$ cat src/rtl/control_estados_mascota_if.sv
// Handshake between the pet controller and the mode/level and display layers.
// The controller takes the slave view; the mode/level side takes the master view.
interface control_estados_mascota_if;
  logic       test_pulse;
  logic [1:0] Nivel_Animo;
  logic [1:0] Nivel_Energia;
  logic [1:0] Nivel_Descanso;
  logic [1:0] Nivel_Medicina;
  logic       fin_Energia;
  logic       fin_Medicina;
  logic       Activo_Comida;
  logic       Activo_Medicina;
  logic       Entrada_Animo;
  logic [2:0] Estado;
  logic       modo_test;
  logic       alerta;

  modport slave (
    input  test_pulse, Nivel_Animo, Nivel_Energia, Nivel_Descanso, Nivel_Medicina,
           fin_Energia, fin_Medicina,
    output Activo_Comida, Activo_Medicina, Entrada_Animo, Estado, modo_test, alerta
  );

  modport master (
    output test_pulse, Nivel_Animo, Nivel_Energia, Nivel_Descanso, Nivel_Medicina,
           fin_Energia, fin_Medicina,
    input  Activo_Comida, Activo_Medicina, Entrada_Animo, Estado, modo_test, alerta
  );
endinterface

$ cat src/rtl/control_estados_mascota.sv
// Pet behaviour controller: Moore FSM over need levels, with a periodic mood
// stimulus while idle and a three-step test mode; all outputs registered.
module control_estados_mascota #(
  parameter int unsigned TICKS_ANIMO = 10,
  parameter int unsigned UMBRAL_BAJO = 1
) (
  input  logic                          clk,
  input  logic                          reset,
  control_estados_mascota_if.slave      bus
);

  localparam int unsigned CW       = (TICKS_ANIMO > 1) ? $clog2(TICKS_ANIMO) : 1;
  localparam logic [CW-1:0] CNT_LAST = CW'(TICKS_ANIMO - 1);
  localparam logic [1:0]    UMBRAL   = 2'(UMBRAL_BAJO);

  // Encodings double as the displayed Estado code outside TEST
  typedef enum logic [2:0] {
    NEUTRO  = 3'd0,
    HAMBRE  = 3'd1,
    SUENO   = 3'd2,
    ENFERMO = 3'd3,
    MUERTO  = 3'd4,
    TEST    = 3'd5
  } estado_t;

  estado_t       state, state_n;
  logic [CW-1:0] cnt, cnt_n;
  logic [1:0]    idx, idx_n;

  logic       muerto_c;
  logic       comida_n, medicina_n, animo_n, modo_n, alerta_n;
  logic [2:0] estado_n;

  assign muerto_c = (bus.Nivel_Animo == 2'd0) && (bus.Nivel_Energia == 2'd0) &&
                    (bus.Nivel_Descanso == 2'd0) && (bus.Nivel_Medicina == 2'd0);

  // State, counters and registered outputs
  always_ff @(posedge clk) begin
    if (!reset) begin
      state               <= NEUTRO;
      cnt                 <= '0;
      idx                 <= '0;
      bus.Activo_Comida   <= 1'b0;
      bus.Activo_Medicina <= 1'b0;
      bus.Entrada_Animo   <= 1'b0;
      bus.Estado          <= 3'd0;
      bus.modo_test       <= 1'b0;
      bus.alerta          <= 1'b0;
    end else begin
      state               <= state_n;
      cnt                 <= cnt_n;
      idx                 <= idx_n;
      bus.Activo_Comida   <= comida_n;
      bus.Activo_Medicina <= medicina_n;
      bus.Entrada_Animo   <= animo_n;
      bus.Estado          <= estado_n;
      bus.modo_test       <= modo_n;
      bus.alerta          <= alerta_n;
    end
  end

  // Next state, counters and next output values
  always_comb begin
    state_n = state;
    idx_n   = idx;
    cnt_n   = '0;
    animo_n = 1'b0;

    unique case (state)
      NEUTRO: begin
        if (bus.test_pulse) begin
          state_n = TEST;
          idx_n   = 2'd1;
        end else if (muerto_c) begin
          state_n = MUERTO;
        end else if (bus.Nivel_Medicina <= UMBRAL) begin
          state_n = ENFERMO;
        end else if (bus.Nivel_Energia <= UMBRAL) begin
          state_n = HAMBRE;
        end else if (bus.Nivel_Descanso <= UMBRAL) begin
          state_n = SUENO;
        end else if (cnt == CNT_LAST) begin
          animo_n = 1'b1;
        end else begin
          cnt_n = cnt + CW'(1);
        end
      end

      HAMBRE: begin
        if (bus.test_pulse) begin
          state_n = TEST;
          idx_n   = 2'd1;
        end else if (muerto_c) begin
          state_n = MUERTO;
        end else if (bus.fin_Energia) begin
          state_n = NEUTRO;
        end
      end

      ENFERMO: begin
        if (bus.test_pulse) begin
          state_n = TEST;
          idx_n   = 2'd1;
        end else if (muerto_c) begin
          state_n = MUERTO;
        end else if (bus.fin_Medicina) begin
          state_n = NEUTRO;
        end
      end

      SUENO: begin
        if (bus.test_pulse) begin
          state_n = TEST;
          idx_n   = 2'd1;
        end else if (muerto_c) begin
          state_n = MUERTO;
        end else if (bus.Nivel_Descanso > UMBRAL) begin
          state_n = NEUTRO;
        end
      end

      MUERTO: state_n = MUERTO;

      // Death check deliberately not applied here
      TEST: begin
        if (bus.test_pulse) begin
          if (idx == 2'd3) begin
            state_n = NEUTRO;
            idx_n   = 2'd0;
          end else begin
            idx_n = idx + 2'd1;
          end
        end
      end

      default: begin
        state_n = NEUTRO;
        idx_n   = 2'd0;
      end
    endcase

    comida_n   = (state_n == HAMBRE);
    medicina_n = (state_n == ENFERMO);
    modo_n     = (state_n == TEST);
    estado_n   = (state_n == TEST) ? {1'b0, idx_n} : 3'(state_n);
    alerta_n   = (estado_n == 3'd1) || (estado_n == 3'd2) || (estado_n == 3'd3);
  end

endmodule

$ cat src/flat_wrapper.sv
// flat-port wrapper written by rule: the top's interface ports become plain ports
module control_estados_mascota_flat 
#(
  parameter int unsigned TICKS_ANIMO = 10,
  parameter int unsigned UMBRAL_BAJO = 1
)
  (clk, reset, bus_test_pulse, bus_Nivel_Animo, bus_Nivel_Energia, bus_Nivel_Descanso, bus_Nivel_Medicina, bus_fin_Energia, bus_fin_Medicina, bus_Activo_Comida, bus_Activo_Medicina, bus_Entrada_Animo, bus_Estado, bus_modo_test, bus_alerta);
  control_estados_mascota_if bus_i ();
  input  logic clk;
  input  logic reset;
  input wire logic [$bits(bus_i.test_pulse)-1:0] bus_test_pulse;
  input wire logic [$bits(bus_i.Nivel_Animo)-1:0] bus_Nivel_Animo;
  input wire logic [$bits(bus_i.Nivel_Energia)-1:0] bus_Nivel_Energia;
  input wire logic [$bits(bus_i.Nivel_Descanso)-1:0] bus_Nivel_Descanso;
  input wire logic [$bits(bus_i.Nivel_Medicina)-1:0] bus_Nivel_Medicina;
  input wire logic [$bits(bus_i.fin_Energia)-1:0] bus_fin_Energia;
  input wire logic [$bits(bus_i.fin_Medicina)-1:0] bus_fin_Medicina;
  output wire logic [$bits(bus_i.Activo_Comida)-1:0] bus_Activo_Comida;
  output wire logic [$bits(bus_i.Activo_Medicina)-1:0] bus_Activo_Medicina;
  output wire logic [$bits(bus_i.Entrada_Animo)-1:0] bus_Entrada_Animo;
  output wire logic [$bits(bus_i.Estado)-1:0] bus_Estado;
  output wire logic [$bits(bus_i.modo_test)-1:0] bus_modo_test;
  output wire logic [$bits(bus_i.alerta)-1:0] bus_alerta;
  assign bus_i.test_pulse = bus_test_pulse;
  assign bus_i.Nivel_Animo = bus_Nivel_Animo;
  assign bus_i.Nivel_Energia = bus_Nivel_Energia;
  assign bus_i.Nivel_Descanso = bus_Nivel_Descanso;
  assign bus_i.Nivel_Medicina = bus_Nivel_Medicina;
  assign bus_i.fin_Energia = bus_fin_Energia;
  assign bus_i.fin_Medicina = bus_fin_Medicina;
  assign bus_Activo_Comida = bus_i.Activo_Comida;
  assign bus_Activo_Medicina = bus_i.Activo_Medicina;
  assign bus_Entrada_Animo = bus_i.Entrada_Animo;
  assign bus_Estado = bus_i.Estado;
  assign bus_modo_test = bus_i.modo_test;
  assign bus_alerta = bus_i.alerta;
  control_estados_mascota #(.TICKS_ANIMO(TICKS_ANIMO), .UMBRAL_BAJO(UMBRAL_BAJO)) u_core (.clk(clk), .reset(reset), .bus(bus_i));
endmodule
$ cat config.mk
export PLATFORM = sky130hd
export DESIGN_NAME = control_estados_mascota_flat
export DESIGN_NICKNAME = d
export VERILOG_FILES = /design/src/rtl/control_estados_mascota_if.sv /design/src/rtl/control_estados_mascota.sv /design/src/flat_wrapper.sv
export SDC_FILE = /design/constraint.sdc
export NUM_CORES = 1
export LEC_CHECK = 0
export CORE_MARGIN = 5
export CORE_UTILIZATION = 50
export DETAILED_ROUTE_END_ITERATION = 8
export PLACE_DENSITY = 0.81
export SYNTH_ARGS = -nofsm -noshare
export SYNTH_HDL_FRONTEND = slang
export SYNTH_SLANG_ARGS = --single-unit
export TNS_END_PERCENT = 20
$ cat constraint.sdc
create_clock -name clk -period 2.5 [get_ports clk]
set_input_delay 0.25 -clock clk [delete_from_list [all_inputs] [get_ports clk]]
set_output_delay 0.25 -clock clk [all_outputs]
set_load 0.03 [all_outputs]
==> results of run 1 <==
==> state kept, by name, summed over array words and instances, names as in the netlist <==
signal,count
u_core.bus.Activo_Comida,1
u_core.bus.alerta,1
u_core.idx,2
u_core.bus.Entrada_Animo,1
u_core.cnt,4
u_core.bus.Estado,3
u_core.bus.Activo_Medicina,1
u_core.bus.modo_test,1
u_core.state,3
==> routing by layer <==
layer / vias to the layer above / global-route usage
met5: - / 0
met4: 0 / 0.02553
met3: 2 / 0.06213
met2: 19 / 0.2438
met1: 330 / 0.1751
li1: 344 / -
==> Yosys cell counts (all sizes together) <==
cell / instances
inv: 6
a21bo: 1
mux2: 1
mux2i: 1
nand3b: 1
xor2: 1
a21oi: 3
o21ai: 2
a41oi: 1
nand2b: 2
and3: 2
nor4: 3
o31ai: 1
nand4b: 1
nand4: 1
nor2b: 4
buf: 2
xnor2: 1
a31oi: 1
dfxtp: 17
and2b: 1
a31o: 1
nor2: 7
nand3: 2
o21a: 2
nor3: 1
a21boi: 2
nand2: 7
and2: 3
a2111oi: 3
ha: 4
==> final cells by class <==
type / instances / area [sq um] / share of cell area
well taps: 16 / 20.02 / 0.01900
flip-flops and latches: 17 / 340.3 / 0.3230
inverters: 6 / 22.52 / 0.02138
clock buffers: 3 / 22.52 / 0.02138
clock inverters: 1 / 5.005 / 0.004751
repair buffers: 20 / 200.2 / 0.1900
multi-input cells: 60 / 442.9 / 0.4204
==> per-stage QoR <==
step	power, mW	hold slack (ps)
6_report	0.5682	478.4
3_3_place_gp	0.4291	446.7
2_1_floorplan	0.3792	364.6
5_1_grt	0.6040	509.4
3_5_place_dp	0.4317	460.0
4_1_cts	0.5747	484.0
==> cells by family after synthesis <==
family | count (synthesis) | synth area share
AND/OR/NAND/NOR | 35 | 0.2603
AO/OA/AOI/OAI | 17 | 0.1705
flip-flops | 17 | 0.4140
buffers and inverters | 8 | 0.04718
adder cells (fa/ha/maj) | 4 | 0.06089
XOR/XNOR | 2 | 0.02131
multiplexers | 2 | 0.02587
==> path summary, 6_finish.rpt <==
kind / slack (ps) / endpoint / cells after the start
setup / recovery: 690 / u_core.bus.alerta$_SDFF_PN0_ / 8
hold reg to reg: 480 / u_core.cnt[0]$_SDFF_PP0_ / 1
setup reg to reg: 840 / u_core.bus.alerta$_SDFF_PN0_ / 5
hold / removal: 480 / u_core.cnt[0]$_SDFF_PP0_ / 1
==> worst max-delay path, cell delays in order <==
cell             delay (ps)
clkdlybuf4s50_1         570
inv_1                    70
ha_1                    290
mux2_1                  290
a31oi_1                 220
nand2b_1                 90
o21ai_1                 120
a21boi_1                 70
==> placed cells by master (no fill, tap or decap), drive strengths merged <==
master	n
and3	2
inv	6
dfxtp	17
a21boi	2
mux2	1
nand4	1
a41oi	1
o21a	2
nor3	1
xor2	1
a31oi	1
mux2i	1
a21bo	1
nand3b	1
nand3	2
nand2b	2
and2	3
and2b	1
nand2	7
nor2b	4
a2111oi	3
nor4	3
o21ai	2
ha	4
xnor2	1
clkinv	1
clkbuf	3
clkdlybuf4s50	20
nor2	7
o31ai	1
a31o	1
a21oi	3
nand4b	1
==> power by group <==
group / switching, mW / leakage (nW) / internal [mW] / total (mW)
Combinational: 0.0624 / 0.240 / 0.0630 / 0.125
Clock: 0.0833 / 0.0177 / 0.0594 / 0.143
Sequential: 0.0138 / 0.139 / 0.286 / 0.300
==> impl_metrics.csv, run 1 <==
group,metric,value,unit
sta,min_period,1811,ps
routing,drtIter0Drc,13,
finish,n_fill_cell,120,
finish,synthToLayoutAreaGrowth,28.16,%
routing,drc,0,
sta,tightest_slew,508.2,ps
sta,setup_viol,0,
cts,cts-root-buf,"clkbuf_4",
sta,slew_headroom,0.6604,
synthesis,syn_avg_cell_area,9.671,sq um
power_and_ir_drop,leakagePower,0.3967,nW
global_route,grt_pass1_wl,2.953,mm
finish,post-route-util,0.6834,
finish,final_cells,123,
sta,timing.setup.tns,0,ps
global_route,grt-ovfl-total,0,
cts,clock-sinks,17,
routing,via_per_inst,5.650,
sta,timing.final.crit_share,0.7243,
sta,clock.fmax,552.3,MHz
cts,cts_max_level,1,
critical_path,endpoint_kind,"flop",
power_and_ir_drop,peakVddDrop,0.4157,mV
routing,routed_wl,1.712,mm
critical_path,cp_data_arrival_time,1980,ps
sta,skew,3.017,ps
cts,cts_setup_buffers,0,
synthesis,synth_cells,85,
global_route,grt_max_degree,12,
synthesis,synth.distinct_cells,37,
die,die_width,50.55,um
finish,antenna_cells,0,
worst_hold_path,worstHoldStart,"u_core.cnt[0]$_SDFF_PP0_",
placement,placed_cell_area,0.001026,sq mm
synthesis,ys_ff_latch,17,
finish,nets,125,
placement,io_buffers,20,
cts,cts_resized,0,
placement,hpwl,1.290,mm
global_route,grt_pass1_vias,686,
synthesis,yosysSeqAreaShare,0.4140,
finish,final_area,0.001054,sq mm
power_and_ir_drop,power_density,539.4,mW/mm^2
synthesis,netlist_area,822.0,sq um
die,placeableCoreArea,0.001541,sq mm
die,die_h,50.55,um
cts,clk_latency,280,ps
job,maxCapViolations,0,
cts,numCtsBuffers,3,
die,die-area,0.002555,sq mm
routing,first_pass_iters,4,
critical_path,criticalPathCategory,"input port to flop",
cts,cts_tree,"yes",
finish,drive_gt1_frac,0.1028,
routing,final_antenna_net_count,0,
routing,routed-wl-met2,788,um
sta,drv_slew,0,
placement,dp_cells,119,
synthesis,synth_area_leader_cell,"dfxtp_1",
routing,via_count,695,
routing,wire_per_inst,13.92,um
routing,dr.max_layer_used,"met4",
sta,rsz0062_at_grt,"no",
routing,dr_wl_met3,125,um
sta,layout_setup_ws,689.4,ps
global_route,antenna_found_initial,0,
global_route,grt.total_usage,0.1459,
sta,hold_violations,0,
synthesis,synth_area_leaders,"dfxtp_1 41%, ha_1 6.1%, a2111oi_1 3.7%",
status,status,"complete, no violations",
cts,path_clk_slew,100,ps
critical_path,rr_startpoint,"u_core.state[2]$_SDFF_PN0_",
synthesis,synth_nets,102,
placement,gp_congestion,0.8359,
placement,pre_cts_slack,370.4,ps
critical_path,cp_max_fo,6,
worst_hold_path,hold_class,"flop to flop",
critical_path,required,2670,ps
critical_path,start_kind,"input port",
die,rows,14,
synthesis,synth_warnings,0,
synthesis,synth_top_area_frac,0.4140,
routing,drt-met1-wl,787,um
critical_path,startpoint,"bus_test_pulse",
cts,max-clock-path-buffers,2,
cts,ctsHoldBuffers,0,
die,ioPinCount,21,
die,start_util,0.5333,
No activity file was read; power rests on OpenSTA's default activity.
==> run 2: changes to the inputs <==
Settings changed: CORE_UTILIZATION 50 to 42, PLACE_DENSITY 0.81 to 0.73.
Clock period 2.5 ns to 1.5 ns, I/O delays scaled along.
==> run 2 against run 1 <==
Compared with the run above: sequential power increased by 67%; global-route usage decreased by 0.37 points; total power increased by 80%; largest cell class unchanged; highest routed layer unchanged.
==> impl_metrics.csv, run 2 (synthesis gave the netlist of run 1 again) <==
group,metric,value,unit
die,die_h,54.24,um
global_route,antenna_found_initial,0,
worst_hold_path,hold_class,"flop to flop",
die,die-area,0.002942,sq mm
routing,wire_per_inst,12.64,um
finish,nets,137,
global_route,grt.total_usage,0.1421,
routing,first_pass_iters,4,
critical_path,start_kind,"flop",
routing,via_per_inst,4.918,
power_and_ir_drop,peakVddDrop,0.7072,mV
die,die_width,54.24,um
finish,max_flop_register,"u_core.cnt",
finish,final_common_cell,"clkdlybuf4s50_1",
power_and_ir_drop,p_comb_frac,0.270,
placement,gp_congestion,0.8177,
sta,timing.final.crit_share,0.9808,
finish,layout_common_cells,"19 x clkdlybuf4s50_1, 14 x dfxtp_1, 12 x buf_4, 7 x nor2_1",
sta,rsz0062_at_grt,"yes",
finish,antenna_cells,0,
finish,reg_top3,"u_core.cnt x4, u_core.bus.Estado x3, u_core.state x3",
finish,largest_register_ffs,4,
cts,clock-sinks,17,
finish,n_fill_cell,173,
routing,drtIter0Drc,8,
sta,min_period,1471,ps
power_and_ir_drop,internal_power,728.6,uW
sta,skew,2.309,ps
finish,final_area,0.001207,sq mm
sta,slew_headroom,0.7166,
power_and_ir_drop,power.total,1.020,mW
critical_path,endpoint_kind,"flop",
cts,numCtsBuffers,3,
die,rows,16,
cts,cts_max_level,1,
die,ioPinCount,21,
placement,hpwl,1.391,mm
routing,routed_wl,1.845,mm
finish,synthToLayoutAreaGrowth,46.88,%
routing,via_count,718,
power_and_ir_drop,netSwitchingFraction,0.2858,
critical_path,criticalPathCategory,"flop to flop",
critical_path,cp_data_arrival_time,1650,ps
job,maxCapViolations,0,
cts,cts_tree,"yes",
global_route,grt_pass1_wl,2.870,mm
placement,placed_cell_area,0.001122,sq mm
status,status,"complete, no violations",
cts,clk_latency,290,ps
global_route,grt_pass1_vias,659,
power_and_ir_drop,power_frac_clock,0.239,
die,placeableCoreArea,0.001922,sq mm
sta,clock.fmax,679.7,MHz
power_and_ir_drop,p_sw,291.5,uW
sta,hold_violations,0,
sta,tightest_slew,424.0,ps
power_and_ir_drop,leakagePower,0.4713,nW
finish,drive_gt1_frac,0.2689,
cts,path_clk_slew,90,ps
global_route,grt-ovfl-total,0,
global_route,grt_max_degree,11,
sta,drv_slew,0,
cts,max-clock-path-buffers,2,
placement,io_buffers,20,
power_and_ir_drop,power_density,844.8,mW/mm^2
power_and_ir_drop,pwr-share-seq,0.491,
sta,setup_viol,0,
critical_path,required,1680,ps
die,start_util,0.4277,
routing,drc,0,
routing,final_antenna_net_count,0,
cts,cts-root-buf,"clkbuf_4",
critical_path,cp_max_fo,2,
cts,ctsHoldBuffers,0,
## run 2: cell types whose count changed in the layout (fill, tap and decap cells not counted), sizes merged
cell,change
clkbuf,+1
clkdlybuf4s50,-1
clkinv,-1
buf,+12
dlygate4sd2,+1
## run 2: through the flow
step           utilization  hold slack, ps  cells  setup TNS [ps]  setup WS, ps
6_report            0.6283           469.9    146               0         28.75
4_1_cts             0.6107           478.3    146               0         1.771
3_5_place_dp        0.5840           456.1    141           -2766        -382.7
2_1_floorplan            -           264.6     85               0         31.55
5_1_grt             0.6283           495.1    146          -7.844        -7.844
3_3_place_gp        0.5840           444.4    141           -2465        -349.2
## run 2: critical path: stages (launching register included)
cell      delay, ps
dfxtp_2         340
inv_1            40
ha_1            260
mux2_4          270
a31oi_4         200
nand2b_4         70
o21ai_1         110
a21boi_1         70
## run 2: path summary, 6_finish.rpt
check	startpoint	to	slack [ps]	depth (start not counted)
max	u_core.idx[0]$_SDFF_PN0_	u_core.bus.alerta$_SDFF_PN0_	30	7
min	u_core.cnt[0]$_SDFF_PP0_	u_core.cnt[0]$_SDFF_PP0_	470	1
max reg2reg	u_core.idx[0]$_SDFF_PN0_	u_core.bus.alerta$_SDFF_PN0_	30	7
min reg2reg	u_core.cnt[0]$_SDFF_PP0_	u_core.cnt[0]$_SDFF_PP0_	470	1
## run 2: what timing repair did
action | CTS | global route
gates resized for setup | 6 | 7
pin swaps | 3 | 2
hold endpoints to repair | 0 | 0
buffers inserted | 1 | 0
setup endpoints to repair | 4 | 8
## run 2: metal layers
| metal | wire length [um] | GRT usage | vias to the layer above |
|---|---|---|---|
| met4 | 51 | 0.09959 | 0 |
| met1 | 857 | 0.1864 | 321 |
| met2 | 795 | 0.2072 | 23 |
| met3 | 140 | 0.02725 | 5 |
| li1 | - | - | 369 |
| met5 | 0 | 0 | - |
## run 2: cell type report
cell class                      count  area (sq um)  share of cell area
Inverter                            6         22.52             0.01865
Multi-Input combinational cell     60         491.7              0.4073
Tap cell                           27         33.78             0.02798
Clock buffer                        4         26.28             0.02176
Sequential cell                    17         344.1              0.2850
Timing Repair Buffer               32         289.0              0.2394
## run 2: power groups by stage
stage,logic [mW],registers (mW),clock network [mW]
2_1_floorplan,0.102,0.530,0
3_3_place_gp,0.242,0.505,0
3_5_place_dp,0.245,0.506,0
4_1_cts,0.260,0.497,0.258
5_1_grt,0.294,0.505,0.278
6_report,0.276,0.501,0.243
==> run 3: changes to the inputs <==
Settings changed: CORE_MARGIN 5 to not set.
==> run 3 against run 2 <==
Compared with the run above: via count increased by 0.42%; highest routed layer unchanged; final area is 1.0% higher; combinational power is essentially flat; critical endpoint unchanged; sequential share of layout area shrank 0.29 points.
==> impl_metrics.csv, run 3 (synthesis gave the netlist of run 1 again) <==
group,metric,value,unit
die,start_util,0.4611,
sta,min_period,1460,ps
finish,largest_register_ffs,4,
power_and_ir_drop,power.total,1.019,mW
placement,placed_cell_area,0.001120,sq mm
die,die-area,0.002138,sq mm
finish,layout_common_cells,"19 x clkdlybuf4s50_1, 14 x dfxtp_1, 11 x buf_4, 7 x nor2_1, 6 x inv_1",
critical_path,startpoint,"u_core.idx[0]$_SDFF_PN0_",
finish,nets,136,
critical_path,rrSetupSlack,40,ps
sta,timing.final.crit_share,0.9731,
power_and_ir_drop,power_density,835.2,mW/mm^2
global_route,grt_max_degree,11,
critical_path,start_kind,"flop",
die,ioPinCount,21,
critical_path,cp_max_fo,2,
cts,clk_latency,290,ps
critical_path,cp-endpoint,"u_core.bus.alerta$_SDFF_PN0_",
cts,max-clock-path-buffers,2,
critical_path,cp_data_arrival_time,1630,ps
sta,setup_viol,0,
global_route,grt-ovfl-total,0,
global_route,grt_pass1_wl,2.594,mm
finish,drive_gt1_frac,0.3051,
status,status,"complete, no violations",
routing,drtIter0Drc,20,
worst_hold_path,hold_class,"flop to flop",
finish,max_flop_register,"u_core.cnt",
placement,io_buffers,20,
placement,pre_cts_slack,-379.1,ps
finish,antenna_cells,0,
global_route,grt.total_usage,0.1749,
cts,path_clk_slew,100,ps
critical_path,required,1670,ps
power_and_ir_drop,peakVddDrop,0.5495,mV
placement,hpwl,1.306,mm
sta,rsz0062_at_grt,"yes",
routing,routed_wl,1.798,mm
critical_path,criticalPathCategory,"flop to flop",
die,die_h,46.24,um
cts,numCtsBuffers,3,
cts,cts_tree,"yes",
sta,tightest_slew,423.6,ps
die,rows,15,
sta,slew_headroom,0.7169,
routing,wire_per_inst,12.57,um
sta,drv_slew,0,
cts,cts-root-buf,"clkbuf_4",
global_route,grt_pass1_vias,607,
global_route,antenna_found_initial,0,
worst_hold_path,holdPathStages,1,
routing,via_count,721,
routing,first_pass_iters,4,
routing,drc,0,
power_and_ir_drop,leakagePower,0.4691,nW
routing,final_antenna_net_count,0,
sta,layout_setup_ws,40.31,ps
critical_path,worstReg2RegEnd,"u_core.bus.alerta$_SDFF_PN0_",
cts,clock-sinks,17,
finish,synthToLayoutAreaGrowth,48.40,%
sta,hold_violations,0,
cts,cts_max_level,1,
die,die_width,46.24,um
placement,gp_congestion,0.7927,
sta,skew,5.870,ps
finish,reg_top3,"u_core.cnt x4, u_core.bus.Estado x3, u_core.state x3",
die,placeableCoreArea,0.001783,sq mm
cts,cts_setup_buffers,0,
critical_path,rr_startpoint,"u_core.idx[0]$_SDFF_PN0_",
job,maxCapViolations,0,
sta,clock.fmax,685.1,MHz
critical_path,reg2reg_depth,7,
finish,final_common_cell,"clkdlybuf4s50_1",
routing,via_per_inst,5.042,
critical_path,endpoint_kind,"flop",
finish,final_area,0.001220,sq mm
## run 3: cell types whose count changed in the layout (fill, tap and decap cells not counted), sizes merged
cell / delta
buf: -1
clkbuf: -1
clkinv: +1
## run 3: worst max-delay path, stage by stage (launching register included)
cell and delay [ps]:
dfxtp_2 340, inv_1 40, ha_1 260, mux2_4 270, a31oi_4 210, nand2b_4 70, o21ai_2 100, a21boi_1 70
## run 3: worst min-delay path by stage
stage                        startpoint                          to  slack, ps
2_1_floorplan                     reset  u_core.state[0]$_SDFF_PN0_        260
3_3_place_gp   u_core.cnt[0]$_SDFF_PP0_    u_core.cnt[0]$_SDFF_PP0_        450
3_5_place_dp   u_core.cnt[0]$_SDFF_PP0_    u_core.cnt[0]$_SDFF_PP0_        460
4_1_cts        u_core.cnt[0]$_SDFF_PP0_    u_core.cnt[0]$_SDFF_PP0_        490
5_1_grt        u_core.cnt[0]$_SDFF_PP0_    u_core.cnt[0]$_SDFF_PP0_        510
6_report       u_core.cnt[0]$_SDFF_PP0_    u_core.cnt[0]$_SDFF_PP0_        480
## run 3: through the flow
step | TNS, ps | hold WS, ps | instances | utilization
after floorplan | 0 | 264.6 | 85 | -
after global placement | -2658 | 448.1 | 139 | 0.6281
after detailed placement | -3038 | 459.0 | 139 | 0.6281
after CTS | 0 | 489.7 | 143 | 0.6547
after global routing | -44.33 | 514.3 | 143 | 0.6842
final | 0 | 481.7 | 143 | 0.6842
## run 3: cell type report
| type | instances | area, sq um |
|---|---|---|
| Clock buffer | 3 | 22.52 |
| Clock inverter | 1 | 5.005 |
| Fill cell | 130 | 563.0 |
| Inverter | 6 | 22.52 |
| Multi-Input combinational cell | 60 | 513.0 |
| Sequential cell | 17 | 344.1 |
| Tap cell | 25 | 31.28 |
| Timing Repair Buffer | 31 | 281.5 |
## run 3: repair_timing
item,CTS,global route
hold buffers,0,0
gates cloned,0,0
endpoints found under the setup margin,6,8
gates resized for setup,7,11
endpoints found under the hold margin,0,0
pin swaps,5,3
## run 3: per-layer routing
metal	GRT usage	part of all wire
met1	0.2214	0.45
met3	0.03529	0.071
met4	0.1176	0.026
met2	0.2648	0.46
met5	0	0
## run 3: report_power, final
part | switching, mW | internal (mW)
Clock | 0.142 | 0.0992
Sequential | 0.0232 | 0.479
Combinational | 0.131 | 0.145
